[config.mk]
export PLATFORM = sky130hd
export DESIGN_NAME = button_conditioner
export DESIGN_NICKNAME = d
export VERILOG_FILES = /design/src/rtl/button_conditioner.sv
export SDC_FILE = /design/constraint.sdc
export NUM_CORES = 1
export LEC_CHECK = 0
export CELL_PAD_IN_SITES_DETAIL_PLACEMENT = 1
export CELL_PAD_IN_SITES_GLOBAL_PLACEMENT = 2
export CORE_MARGIN = 4
export CORE_UTILIZATION = 37
export DETAILED_ROUTE_END_ITERATION = 16
export GPL_TIMING_DRIVEN = 0
export HOLD_SLACK_MARGIN = 0.1
export PLACE_DENSITY_LB_ADDON = 0.2
export REMOVE_ABC_BUFFERS = 1
export SYNTH_ARGS = -nofsm -noshare
export SYNTH_HDL_FRONTEND = slang
export SYNTH_SLANG_ARGS = --single-unit
export TNS_END_PERCENT = 100
[constraint.sdc]
create_clock -name clk -period 1.95 [get_ports clk]
set_input_delay 0.4875 -clock clk [delete_from_list [all_inputs] [get_ports clk]]
set_output_delay 0.4875 -clock clk [all_outputs]
set_load 0.02 [all_outputs]
[src/rtl/button_conditioner.sv]
// Per-button 2-flop synchroniser, debounce FSM and one-cycle press/release pulses.
// Optional macro BUTTON_ACTIVE_LOW_EN: raw inputs are inverted (raw 0 = pressed).
module button_conditioner #(
  parameter int CLK_RATE_HZ = 1_000_000,
  parameter int DEBOUNCE_MS = 10,
  parameter int NUM_BUTTONS = 2
) (
  input  logic                   clk,
  input  logic                   reset,
  input  logic [NUM_BUTTONS-1:0] buttons_raw,
  output logic [NUM_BUTTONS-1:0] buttons_level,
  output logic [NUM_BUTTONS-1:0] buttons_pressed,
  output logic [NUM_BUTTONS-1:0] buttons_released
);

  localparam int DEBOUNCE_TICKS = (CLK_RATE_HZ / 1000) * DEBOUNCE_MS;
  localparam int CNT_W = $clog2(DEBOUNCE_TICKS + 1);
  localparam logic [CNT_W-1:0] CNT_MAX = CNT_W'(DEBOUNCE_TICKS);
  localparam logic [CNT_W-1:0] CNT_ONE = CNT_W'(1);

  // Bit 1 of the state encoding is the debounced level.
  localparam logic [1:0] IDLE_LOW  = 2'd0;
  localparam logic [1:0] PEND_HIGH = 2'd1;
  localparam logic [1:0] IDLE_HIGH = 2'd2;
  localparam logic [1:0] PEND_LOW  = 2'd3;

  if (DEBOUNCE_TICKS < 2) begin : g_ticks_check
    $error("button_conditioner: DEBOUNCE_TICKS must be at least 2");
  end

  logic [NUM_BUTTONS-1:0] raw_pol;
  logic [NUM_BUTTONS-1:0] sync1_reg;
  logic [NUM_BUTTONS-1:0] sync2_reg;

`ifdef BUTTON_ACTIVE_LOW_EN
  assign raw_pol = ~buttons_raw;
`else
  assign raw_pol = buttons_raw;
`endif

  always_ff @(posedge clk) begin
    if (reset) begin
      sync1_reg <= '0;
      sync2_reg <= '0;
    end else begin
      sync1_reg <= raw_pol;
      sync2_reg <= sync1_reg;
    end
  end

  genvar gi;
  generate
    for (gi = 0; gi < NUM_BUTTONS; gi++) begin : g_chan
      logic [1:0]       state_reg;
      logic [1:0]       state_next;
      logic [CNT_W-1:0] cnt_reg;
      logic [CNT_W-1:0] cnt_next;
      logic             pressed_reg;
      logic             pressed_next;
      logic             released_reg;
      logic             released_next;
      logic             in_bit;

      assign in_bit = sync2_reg[gi];

      always_comb begin
        state_next    = state_reg;
        cnt_next      = cnt_reg;
        pressed_next  = 1'b0;
        released_next = 1'b0;
        case (state_reg)
          IDLE_LOW: begin
            if (in_bit) begin
              state_next = PEND_HIGH;
              cnt_next   = CNT_ONE;
            end else begin
              cnt_next = '0;
            end
          end
          PEND_HIGH: begin
            if (!in_bit) begin
              state_next = IDLE_LOW;
              cnt_next   = '0;
            end else if (cnt_reg == CNT_MAX) begin
              state_next   = IDLE_HIGH;
              pressed_next = 1'b1;
              cnt_next     = '0;
            end else begin
              cnt_next = cnt_reg + CNT_ONE;
            end
          end
          IDLE_HIGH: begin
            if (!in_bit) begin
              state_next = PEND_LOW;
              cnt_next   = CNT_ONE;
            end else begin
              cnt_next = '0;
            end
          end
          PEND_LOW: begin
            if (in_bit) begin
              state_next = IDLE_HIGH;
              cnt_next   = '0;
            end else if (cnt_reg == CNT_MAX) begin
              state_next    = IDLE_LOW;
              released_next = 1'b1;
              cnt_next      = '0;
            end else begin
              cnt_next = cnt_reg + CNT_ONE;
            end
          end
        endcase
      end

      always_ff @(posedge clk) begin
        if (reset) begin
          state_reg    <= IDLE_LOW;
          cnt_reg      <= '0;
          pressed_reg  <= 1'b0;
          released_reg <= 1'b0;
        end else begin
          state_reg    <= state_next;
          cnt_reg      <= cnt_next;
          pressed_reg  <= pressed_next;
          released_reg <= released_next;
        end
      end

      assign buttons_level[gi]    = state_reg[1];
      assign buttons_pressed[gi]  = pressed_reg;
      assign buttons_released[gi] = released_reg;
    end
  endgenerate

endmodule

-- Word level (Yosys, flattened, before mapping)
Index checks and enable logic that the tools add are counted.
Widths: inputs -> output; s select.
- bits of input ports: 4
- logic and storage cells: 70
- register bits after elaboration: 40
- output and inout port bits: 6
- reduce and logical (&&, ||, !) cells: 8
- mux-type cells: 28
- add/sub/neg operators: 2
- bitwise operators: 6
- equality and inequality tests: 16
- operator list (operator ; number):
    $pmux 14 s4 ; 2
    $mux 14 ; 6
    $add 14x1->14 const B ; 2
    $eq 14x14->1 const B ; 2
    $mux 2 ; 12
    $pmux 2 s4 ; 2
    $ne 3x3->1 const B ; 4
    $reduce_or 3->1 ; 4
    $eq 2x2->1 const B ; 4
    $ne 2x2->1 const B ; 4
    $reduce_and 4->1 ; 2
    $mux 1 ; 6
    $not 1->1 ; 6
    $eq 2x1->1 const B ; 2
    $logic_not 2->1 ; 2

-- Depth between registers and ports, before layout
Gate-level depths: netlist of run 1.
- depth after elaboration: 4
- depth in mapped cells: 7
- gate-level depth less buffers: 6

-- Worst setup path before layout of run 1
Ideal clock, no wire load.
- path type: register -> register
- from: register g_chan[1].cnt_reg[0]
- to: register g_chan[1].cnt_reg[8]
- stages on the path, launching flop included: 8
- setup time: 0.115 ns
- required time: 1.835 ns
- data arrival time: 1.668 ns
- setup slack: 0.168 ns
- cells stage by stage: dfxtp_1 > inv_1 > ha_1 > or4b_1 > nor4_4 > or4b_4 > buf_6 > nor2_1
- word-level cells in the longest chain between the ends: 4
- RTL lines (what ; line ; text):
    from (decl) ; 56 ; logic [CNT_W-1:0] cnt_reg;
    from (signal assigned) ; 123 ; cnt_reg <= cnt_next;
    $add 14x1->14 / $eq 14x14->1 (equally long branches) ; n/a ;
    $mux 14 * ; 84, 104 ;
    $mux 14, on equally long branches ; 101, 81 ;
    $pmux 14 s4 * ; 71 ; case (state_reg)
Mark *: on every way between the ends. The rest lies on a longest branch, timed or not.
A chain may end at the register's enable or synchronous reset.

-- Worst setup path after layout of run 1
- from: register g_chan[1].cnt_reg[1]
- to: register g_chan[1].cnt_reg[2]
Same word-level chain as after synthesis.

==> impl_metrics.yaml, run 1 <==
outcome:
  status: "finished, final reports clean"
logic_synthesis:
  synth_edf_count: 0
  yosysTopAreaCell: "dfxtp_1"
  ys_top_cells_by_area: "dfxtp_1, xnor2_1, nor2_1"
  synthArstFlopShare_pct: 0
  ys_ff_latch: 40
  ys_warn_count: 0
  seq_area_frac_synth_pct: 45.2
  synth_top_area_share_pct: 45.2
  avgSynthCellArea_um2: 9.28
  ys_types: 35
  syn-cell-area_um2: 1770
  synthFlopType: "dfxtp_1"
  syn_inst: 191
run:
  drv_cap: 0
worst_setup_path:
  arrival_ps: 2030
  crit_path_end_kind: "flip-flop"
  crit_top_cell: "or4b_4"
  critPathTopFamily: "simple AND/OR/NAND/NOR gates"
  critPathLaunch: "g_chan[1].cnt_reg[1]$_SDFF_PP0_"
  cp_max_fo: 13
  critPathKind: "reg2reg"
  r2r-start: "g_chan[1].cnt_reg[1]$_SDFF_PP0_"
  cp-start-kind: "flip-flop"
  path_cells: "inv_1 -> ha_1 -> or4b_4 -> nor4_4 -> buf_4 -> or4b_4 -> nor2_1"
  path_buf_inv: 2
  cp_slowest_cell: "or4b_4"
  required_ps: 2130
  critPathMaxStageDelay_ps: 460
sta:
  worst_pin_slew_ps: 443
  finalCriticalPeriod_ps: 1850
  finalCritPeriodShare_pct: 95.1
  setup_viol: 0
  hold_violations: 0
  holdWs_ps: 454
  max_freq_mhz: 539
  setup_tns_ps: 0
  relSlewSlack_pct: 70.0
  slew_viol_final: 0
  fin_skew_ps: 5.65
floorplanning:
  ios: 10
  rows: 24
  chipWidth_um: 77.2
  die-area_um2: 5960
  die_h_um: 77.2
  start_util_pct: 39.4
  core-area_um2: 4500
placement:
  gp_congestion: 0.781
  portBuffers: 9
  dp_cells: 242
  dp_hpwl_um: 2640
routing:
  drt_first_pass_iters: 4
  first_iter_violations: 75
  drt-total-wl_um: 3550
  antenna_left: 0
  routed_wire_length_per_instance_um: 14.2
  vias: 1274
  remaining_drc_errors: 0
  vias_per_cell: 5.10
cells_and_area:
  layout_commonest_cell: "dfxtp_1"
  layout_common_cells: "dfxtp_1, nor2_1, xnor2_1"
  multi_input_area_um2: 873
  post-route-util_pct: 43.4
  fin_nets: 206
  antenna_cells: 0
  largest_reg_flops: 28
  fill_cells: 529
  fin_cells: 250
  syn_to_final_growth_pct: 10.4
  seqCellArea_um2: 802
  drive_gt1_share_pct: 8.59
global_routing:
  grt-ovfl-total: 0
  grt_pass1_wl_um: 6150
  grt_max_degree: 14
  grt_antenna_before_repair: 0
  grt_use_total_pct: 12.9
  first_global_vias: 1284
clock_tree:
  clock-sinks: 40
  clkLatencyLatePin_ps: 280
  postCtsHoldBufs: 0
  root_buffer: "clkbuf_8"
  cts.clk_slew.worst_paths_ps: 80
  cts_buffers: 5
  h-tree-depth: 2
  cts_tree: "built"
  clockBufferDepth: 2
min_path:
  holdCritStartpoint: "sync1_reg[1]$_SDFF_PP0_"
  hp-class: "reg2reg"
power:
  p_per_area_nw_per_um2: 693
  total_power_mw: 1.36
  max-vdd-ir-drop_uv: 340
  leakage_nw: 0.587
report_power, final:
group	internal [mW]	switching, mW	total [mW]
Combinational	0.0121	0.00980	0.0219
Sequential	0.822	0.00474	0.827
Clock	0.243	0.264	0.507
Total	1.08	0.279	1.36
kinds of logic after synthesis:
family,after synthesis,synth area share (%)
AOI/OAI and AO/OA,8,3.18
xor gates and xnor gates,24,11.9
adders and majority gates,4,2.82
buffers and inverters,21,6.21
DFF,40,45.2
muxes,1,0.565
and+or+nand+nor,93,30.2
through the flow:
stage	area (µm²)	setup WS [ps]
6_report	1960	96.3
3_5_place_dp	1860	-277
4_1_cts	1940	5.94
3_3_place_gp	1860	-251
5_1_grt	1960	-24.0
2_1_floorplan	1700	230
worst paths after layout:
| path | slack [ps] | cells past startpoint | to |
|---|---|---|---|
| setup / recovery | 100 | 7 | g_chan[1].cnt_reg[2]$_SDFF_PP0_ |
| hold / removal | 450 | 1 | sync2_reg[1]$_SDFF_PP0_ |
| setup reg to reg | 100 | 7 | g_chan[1].cnt_reg[2]$_SDFF_PP0_ |
| hold reg to reg | 450 | 1 | sync2_reg[1]$_SDFF_PP0_ |
timing repair:
item,4_1_cts,5_1_grt
endpoints found under the setup margin,0,29
setup buffers,0,1
resized for setup,0,4
synthesized netlist by cell type, types with 2 or more instances:
cell type and instances:
dfxtp_1 40, nor2_1 31, xnor2_1 16, inv_1 11, nand3_1 10, nand4_1 9
nor3_1 8, xor2_1 8, nand2_1 7, buf_4 6, nor2b_1 5, ha_1 4
nor4_1 4, a21oi_1 3, nand2b_1 3, nor4bb_1 3, and4_1 2, clkbuf_1 2
nor3b_2 2, or4b_4 2
layout make-up:
cell class | instances | area share (%)
timing repair buffer | 10 | 4.99
clock buffer | 6 | 3.71
clock inverter | 1 | 0.256
inverter | 11 | 2.11
sequential | 40 | 41.0
tap | 52 | 3.32
multi-input combinational | 130 | 44.6
metal layers:
metal	share of wire [%]	global-route usage, %	vias up
met1	50	17.0	602
met5	0	0	-
met4	0.96	4.27	0
li1	-	-	657
met3	3.0	4.68	4
met2	46	19.5	11
Note: power is estimated with default switching activity, not from simulation.
==> run 2: changes to the inputs <==
CORE_ASPECT_RATIO = 0.7   (was default)
CORE_MARGIN = 2   (was 4)
GPL_ROUTABILITY_DRIVEN = 0   (was default)
==> run 2 against run 1 <==
Routed wire length is 5.5% higher. Register-to-register slack hardly changed. Final cell count is 3.2% higher. Design area is 3.3% higher. Global-route usage is 1.9 points higher. Clock power is 39% higher. Critical endpoint is now buttons_level[1]. Largest cell class unchanged.
==> impl_metrics.yaml, run 2 (same netlist as run 1, synthesis figures left out) <==
routing:
  remaining_drc_errors: 0
  antenna_left: 0
  drt_first_pass_iters: 4
  routed_wire_length_per_instance_um: 14.5
  first_iter_violations: 45
  drt-total-wl_um: 3740
  vias_per_cell: 5.13
  vias: 1323
power:
  p_sw_share_pct: 21.6
  total_power_mw: 1.56
  max-vdd-ir-drop_uv: 354
  p_int_mw: 1.22
  power_frac_clock_pct: 45.4
  p_per_area_nw_per_um2: 769
  power_frac_seq_pct: 53.1
  combinationalPowerShare_pct: 1.5
  leakage_nw: 0.613
  power_switching_mw: 0.336
cells_and_area:
  post-route-util_pct: 43.0
  fin_area_um2: 2020
  syn_to_final_growth_pct: 14.0
  fin_nets: 208
  drive_gt1_share_pct: 10.4
  fin_cells: 258
  largest_reg_flops: 28
  layout_commonest_cell: "dfxtp_1"
  layout_common_cells: "dfxtp_1, nor2_1, xnor2_1"
  antenna_cells: 0
placement:
  pre_cts_ws_ps: -295
  placed_cell_area_um2: 1870
  portBuffers: 9
  dp_cells: 247
  dp_hpwl_um: 2600
worst_setup_path:
  path_buf_inv: 1
  path_depth: 1
  rr_worst_depth: 7
  crit_path_end_kind: "output pin"
  cp_slowest_cell: "clkdlybuf4s50_1"
  cp_max_fo: 5
  cp-start-kind: "flip-flop"
  path_cells: "clkdlybuf4s50_1"
  cp-endpoint: "buttons_level[1]"
  reg2reg_slack_ps: 100
  r2r-start: "g_chan[1].cnt_reg[0]$_SDFF_PP0_"
  critPathKind: "reg2out"
  critPathTopFamily: "buffers and inverters"
  arrival_ps: 1380
  critPathMaxStageDelay_ps: 640
  required_ps: 1460
floorplanning:
  rows: 21
  chipWidth_um: 86.7
  die-area_um2: 5370
  core-area_um2: 4700
  start_util_pct: 37.7
  ios: 10
  die_h_um: 61.9
min_path:
  hp-class: "reg2reg"
sta:
  slew_viol_final: 0
  relSlewSlack_pct: 68.9
  worst_pin_slew_ps: 465
  finalCriticalPeriod_ps: 1860
  rsz0062_at_grt: "no"
  finalCritPeriodShare_pct: 95.6
  fin_skew_ps: 7.41
  hold_violations: 0
  setup_tns_ps: 0
  max_freq_mhz: 536
  holdWs_ps: 449
  setup_viol: 0
  setup_ws_ps: 85.8
clock_tree:
  clock-sinks: 40
  h-tree-depth: 2
  postCtsHoldBufs: 0
  clkLatencyLatePin_ps: 300
  cts_buffers: 5
  root_buffer: "clkbuf_8"
  clockBufferDepth: 2
  cts.clk_slew.worst_paths_ps: 90
  cts_tree: "built"
global_routing:
  grt_antenna_before_repair: 0
  grt_use_total_pct: 14.9
  first_global_vias: 1277
  grt_pass1_wl_um: 6200
  grt-ovfl-total: 0
  grt_max_degree: 15
outcome:
  status: "finished, final reports clean"
run:
  drv_cap: 0
[run 2: power by group through the flow]
stage / Clock [mW] / Sequential [mW] / Combinational [mW]
floorplan: 0 / 0.845 / 0.0106
global placement: 0 / 0.846 / 0.0209
detailed placement: 0 / 0.846 / 0.0219
CTS: 0.719 / 0.827 / 0.0221
global route: 0.760 / 0.827 / 0.0261
finish: 0.706 / 0.826 / 0.0235
[run 2: cell type report]
class                           instances  area, µm²
Fill cell                             536       2680
Tap cell                               57       71.3
Multi-Input combinational cell        131        882
Sequential cell                        40        806
Timing Repair Buffer                   11        105
Clock buffer                            5       68.8
Inverter                               11       41.3
Clock inverter                          3       47.5
[run 2: repair_timing]
item,CTS,global route
resized for setup,1,5
pin swaps,1,3
gates cloned,0,1
endpoints found under the hold margin,0,0
buffers inserted,2,0
setup endpoints to repair,15,30
[run 2: per-layer routing]
layer	up-vias	GRT usage (%)	part of all wire (%)
met5	-	0	0
met4	0	3.35	0.64
met3	5	4.36	3.0
met2	13	21.5	40
met1	639	21.8	56
li1	666	-	-
[run 2: how the worst min path moves through the flow]
stage / startpoint / end / slack, ps / cells after the start
finish: sync1_reg[0]$_SDFF_PP0_ / sync2_reg[0]$_SDFF_PP0_ / 450 / 1
global route: sync1_reg[0]$_SDFF_PP0_ / sync2_reg[0]$_SDFF_PP0_ / 460 / 1
CTS: sync1_reg[0]$_SDFF_PP0_ / sync2_reg[0]$_SDFF_PP0_ / 460 / 1
detailed placement: sync1_reg[1]$_SDFF_PP0_ / sync2_reg[1]$_SDFF_PP0_ / 430 / 1
global placement: sync1_reg[0]$_SDFF_PP0_ / sync2_reg[0]$_SDFF_PP0_ / 420 / 1
floorplan: sync1_reg[0]$_SDFF_PP0_ / sync2_reg[0]$_SDFF_PP0_ / 410 / 1
==> run 3: changes to the inputs <==
HOLD_SLACK_MARGIN = default   (was 0.1)
==> results of run 3 <==
Final layout, timing and power as in run 2 (identical DEF).
==> RTL edit 1: new RTL, settings of run 1 <==
Set the parameter `NUM_BUTTONS` to 1 (it was 2).
--- a/src/rtl/button_conditioner.sv
+++ b/src/rtl/button_conditioner.sv
@@ -3,7 +3,7 @@
 module button_conditioner #(
   parameter int CLK_RATE_HZ = 1_000_000,
   parameter int DEBOUNCE_MS = 10,
-  parameter int NUM_BUTTONS = 2
+  parameter int NUM_BUTTONS = 1
 ) (
   input  logic                   clk,
   input  logic                   reset,
Ports: changed (resized buttons_level, buttons_pressed, buttons_raw and buttons_released); port bits go from 10 to 6. No check against the original RTL was run, so the function may have changed too.
==> RTL edit 1 against run 1 <==
  * Power shrank 44%
  * Count of clock-buffer cells in the layout fell by 3
  * Via count decreased by 51%
  * Final area shrank 48%
  * Clock skew increased by 0.0091 ns
  * Wire length fell by 55%
  * Setup slack worse by 0.0037 ns
  * Area after synthesis is 51% lower
  * Sequential cell count down 20
  * Critical endpoint is now buttons_level
  * Fmax is 0.20% lower
  * Clock power fell by 34%
==> RTL edit 1: results (changes against run 1) <==
Min path
  • Hold path start: sync1_reg$_SDFF_PP0_
  • Worst Hold End: g_chan[0].in_bit$_SDFF_PP0_

Timing
  • Hold_ws: 0.4512 ns (-0.002398 ns)
  • Clock skew: 0.01475 ns (+0.009104 ns)

Run status
  • Status: finished clean

Finish
  • Final Non-Filler Cells: 129 (-48%)
  • Layout fillers: 272 (-49%)
  • Max FFs per register: 14 (-50%)
  • Layout cells sized above 1: 11.88% (+3.3 points)

Pwr
  • PwrDens: 748.5 mW/mm^2 (+8.0%)
  • Switching Share: 17.97% (-2.6 points)
  • Logic pwr share: 1.8% (+0.2 points)
  • Clock share of power: 44.0% (+6.6 points)
  • Static leakage: 0.0003049 uW (-48%)
  • VDD IR-drop max: 0.4615 mV (+36%)

Placement
  • Post-Place Cells: 123 (-49%)
  • Post-DP HPWL: 1.109 mm (-58%)
  • RD Place Congestion: 0.7273 (-6.9%)
  • Place WS: 0.01930 ns (+0.2968 ns)
  • Area after DPL: 945.9 um^2 (-49%)

GRT
  • Vias in the first global route: 623 (-51%)
  • GR Util All Layers: 11.11% (-1.8 points)

Yosys
  • Top cells by count, synth: dfxtp_1, nor2_1, xnor2_1
  • Adder-cell share of the synthesized area: 2.857% (+0.034 points)
  • Seq/Total Area, Yosys: 45.71% (+0.55 points)
  • Synthesized area per cell: 9.520 um^2 (+2.6%)

Setup path
  • R2r worst-path depth: 4 (-3)
  • Max stage delay cell, worst path: clkdlybuf4s50_1
  • CP max stage delay: 0.64 ns (+0.18 ns)
  • R2R setup slack: 0.14 ns (+0.04 ns)

Route
  • Vias: 626 (-51%)
  • Total Routed Length: 1.588 mm (-55%)
  • Pre-Repair DR Iteration Count: 1 (-3)

Clock network
  • CTS Buf Count: 3 (-2)
  • Root buffer selected by CTS: clkbuf_4
[RTL edit 1: per-layer routing]
| metal | up-vias | wire length [um] | global-route usage, % |
|---|---|---|---|
| met3 | 0 | 44 | 4.138 |
| met4 | 0 | 0 | 2.034 |
| met2 | 5 | 728 | 17.16 |
| met1 | 285 | 815 | 14.83 |
| met5 | - | 0 | 0 |
| li1 | 336 | - | - |
[RTL edit 1: timing repair]
| item | CTS | global route |
|---|---|---|
| gates resized for setup | 0 | 2 |
| cloned | 1 | 0 |
| pin swaps | 2 | 0 |
| setup endpoints to repair | 5 | 8 |
| setup buffers | 0 | 1 |
[RTL edit 1: final cells by class]
type | instances | share of cell area [%]
well taps | 28 | 3.431
inverters | 5 | 1.838
flip-flops and latches | 20 | 39.34
repair buffers | 6 | 5.637
clock inverters | 1 | 2.941
clock buffers | 3 | 2.206
multi-input cells | 66 | 44.61
[RTL edit 1: how the worst max path moves through the flow]
stage,start,endpoint,slack [ns],cells past startpoint
final,flip-flop,buttons_level,0.09,1
after global routing,g_chan[0].cnt_reg[1]$_SDFF_PP0_,buttons_pressed$_SDFF_PP0_,0.03,6
after CTS,g_chan[0].cnt_reg[0]$_SDFF_PP0_,g_chan[0].cnt_reg[11]$_SDFF_PP0_,0.01,6
after detailed placement,g_chan[0].cnt_reg[0]$_SDFF_PP0_,g_chan[0].cnt_reg[8]$_SDFF_PP0_,0.02,6
after global placement,g_chan[0].cnt_reg[0]$_SDFF_PP0_,g_chan[0].cnt_reg[6]$_SDFF_PP0_,0.05,6
after floorplan,g_chan[0].cnt_reg[0]$_SDFF_PP0_,g_chan[0].cnt_reg[10]$_SDFF_PP0_,0.21,6
==> RTL edit 2: new RTL, flow settings as in run 1 <==
Without the edit above. Make the reset (`reset`) asynchronous in 2 clocked blocks.
--- a/src/rtl/button_conditioner.sv
+++ b/src/rtl/button_conditioner.sv
@@ -38,7 +38,7 @@
   assign raw_pol = buttons_raw;
 `endif
 
-  always_ff @(posedge clk) begin
+  always_ff @(posedge clk or posedge reset) begin
     if (reset) begin
       sync1_reg <= '0;
       sync2_reg <= '0;
@@ -112,7 +112,7 @@
         endcase
       end
 
-      always_ff @(posedge clk) begin
+      always_ff @(posedge clk or posedge reset) begin
         if (reset) begin
           state_reg    <= IDLE_LOW;
           cnt_reg      <= '0;
Function: no difference found for any inputs over 10 cycles, from zero or initial values and one cycle with reset high; that may be too few to reach the edited logic, so the function may still have changed.
==> RTL edit 2 against run 1 <==
  * The run now ends with setup timing left
  * Wire length grew 4.8%
  * Core utilization grew 1.6 points
  * Via count grew 0.39%
  * Area after synthesis grew 5.2%
  * Critical path depth shrank 3
  * Final cell count grew 4.4%
  * Final area grew 11%
  * Fmax shrank 14%
  * Sequential cell count is the same
  * Sequential share of layout area grew 5.2 points
  * Setup slack lost 0.29 ns
  * Critical path type unchanged
Power is not compared: it rests on default switching activity, and its combinational part moved more than twofold at a synthesized area within 25%.
==> RTL edit 2: results (changes against run 1) <==
Run status
  • Status: finished with violations
  • Failing checks: setup timing

Route
  • Vias: 1279 (+0.39%)
  • Vias per cell: 4.900 (-3.8%)
  • WL met1: 1.733 mm (-3.1%)
  • Total Routed Length: 3.716 mm (+4.8%)
  • WL met2: 1.827 mm (+13%)

GRT
  • Pin count of the biggest net entering global routing: 41 (+27)
  • M2 GR Usage: 23.23% (+3.7 points)
  • First-pass GRT wire length: 6.706 mm (+9.1%)
  • GRT met3 Usage: 3.515% (-1.2 points)
  • Met1 usage: 16.68% (-0.36 points)
  • GR Util All Layers: 13.81% (+0.88 points)
  • Vias in the first global route: 1463 (+14%)

Clock network
  • # resized after CTS: 5 (+5)
  • Setup repair bufs after CTS: 9 (+9)

Min path
  • Hold path start: sync1_reg[1]$_DFF_PP0_
  • Hold depth: 0 (-1)
  • Worst Hold End: sync2_reg[1]$_DFF_PP0_

Timing
  • Hold_ws: 0.3523 ns (-0.1013 ns)
  • Setup_tns: -0.6859 ns (-0.6859 ns)
  • Final setup fails: 5 (+5)
  • Clock skew: 0.007674 ns (+0.002026 ns)
  • Final Worst Setup Slack: -0.1961 ns (-0.2924 ns)
  • Worst-Margin Slew: 0.8533 ns (+0.4099 ns)

Yosys
  • Fraction of registers with async set/reset: 100.0% (+100 points)
  • Adder-cell share of the synthesized area: 2.683% (-0.14 points)
  • Post-synthesis compound-gate area fraction: 0.8719% (-2.3 points)
  • Synth cell types: 34 (-2.9%)
  • Area contributors post-synth: dfrtp_1, xor2_1, nor2_1
  • Ys flop type: dfrtp_1
  • Synthesized area per cell: 10.54 um^2 (+14%)

Placement
  • RD Place Congestion: 0.8246 (+5.6%)
  • Area after DPL: 0.001982 mm^2 (+6.6%)
  • Post-Place Cells: 244 (+0.83%)
  • Post-DP HPWL: 2.448 mm (-7.2%)

Pwr
  • Sequential group share of total power: 58.8%
  • Clock share of power: 36.1%

Setup path
  • RR Startpoint: g_chan[1].cnt_reg[3]$_DFF_PP0_
  • CP max stage delay: 0.55 ns (+0.09 ns)
  • R2r worst-path depth: 4 (-3)
  • Max stage delay cell, worst path: or4_4
  • CP arrival: 2.33 ns (+0.30 ns)

Finish
  • Layout fillers: 552 (+4.3%)
  • Final nets: 202 (-1.9%)
==> RTL edit 2: cell types whose count changed after synthesis, moves of 4 or more <==
cell / change
dfrtp_1: +40
dfxtp_1: -40
xor2_1: +7
xnor2_1: -6
nor2b_1: -5
nor2_1: -4
==> RTL edit 2: how the worst max path moves through the flow <==
stage,slack (ns),endpoint
global route,-0.23,flip-flop
global placement,-0.38,g_chan[1].cnt_reg[0]$_DFF_PP0_
floorplan,-0.19,flip-flop
finish,-0.20,flip-flop
detailed placement,-0.48,g_chan[1].cnt_reg[0]$_DFF_PP0_
CTS,-0.19,flip-flop
==> RTL edit 2: area by class of cell <==
cell class,count,area [um^2],area share (%)
clock buffer,5,68.82,3.170
clock inverter,2,12.51,0.5764
inverter,10,37.54,1.729
multi-input combinational,118,798.3,36.77
sequential,40,1002,46.17
tap,67,83.83,3.862
timing repair buffer,19,167.7,7.723
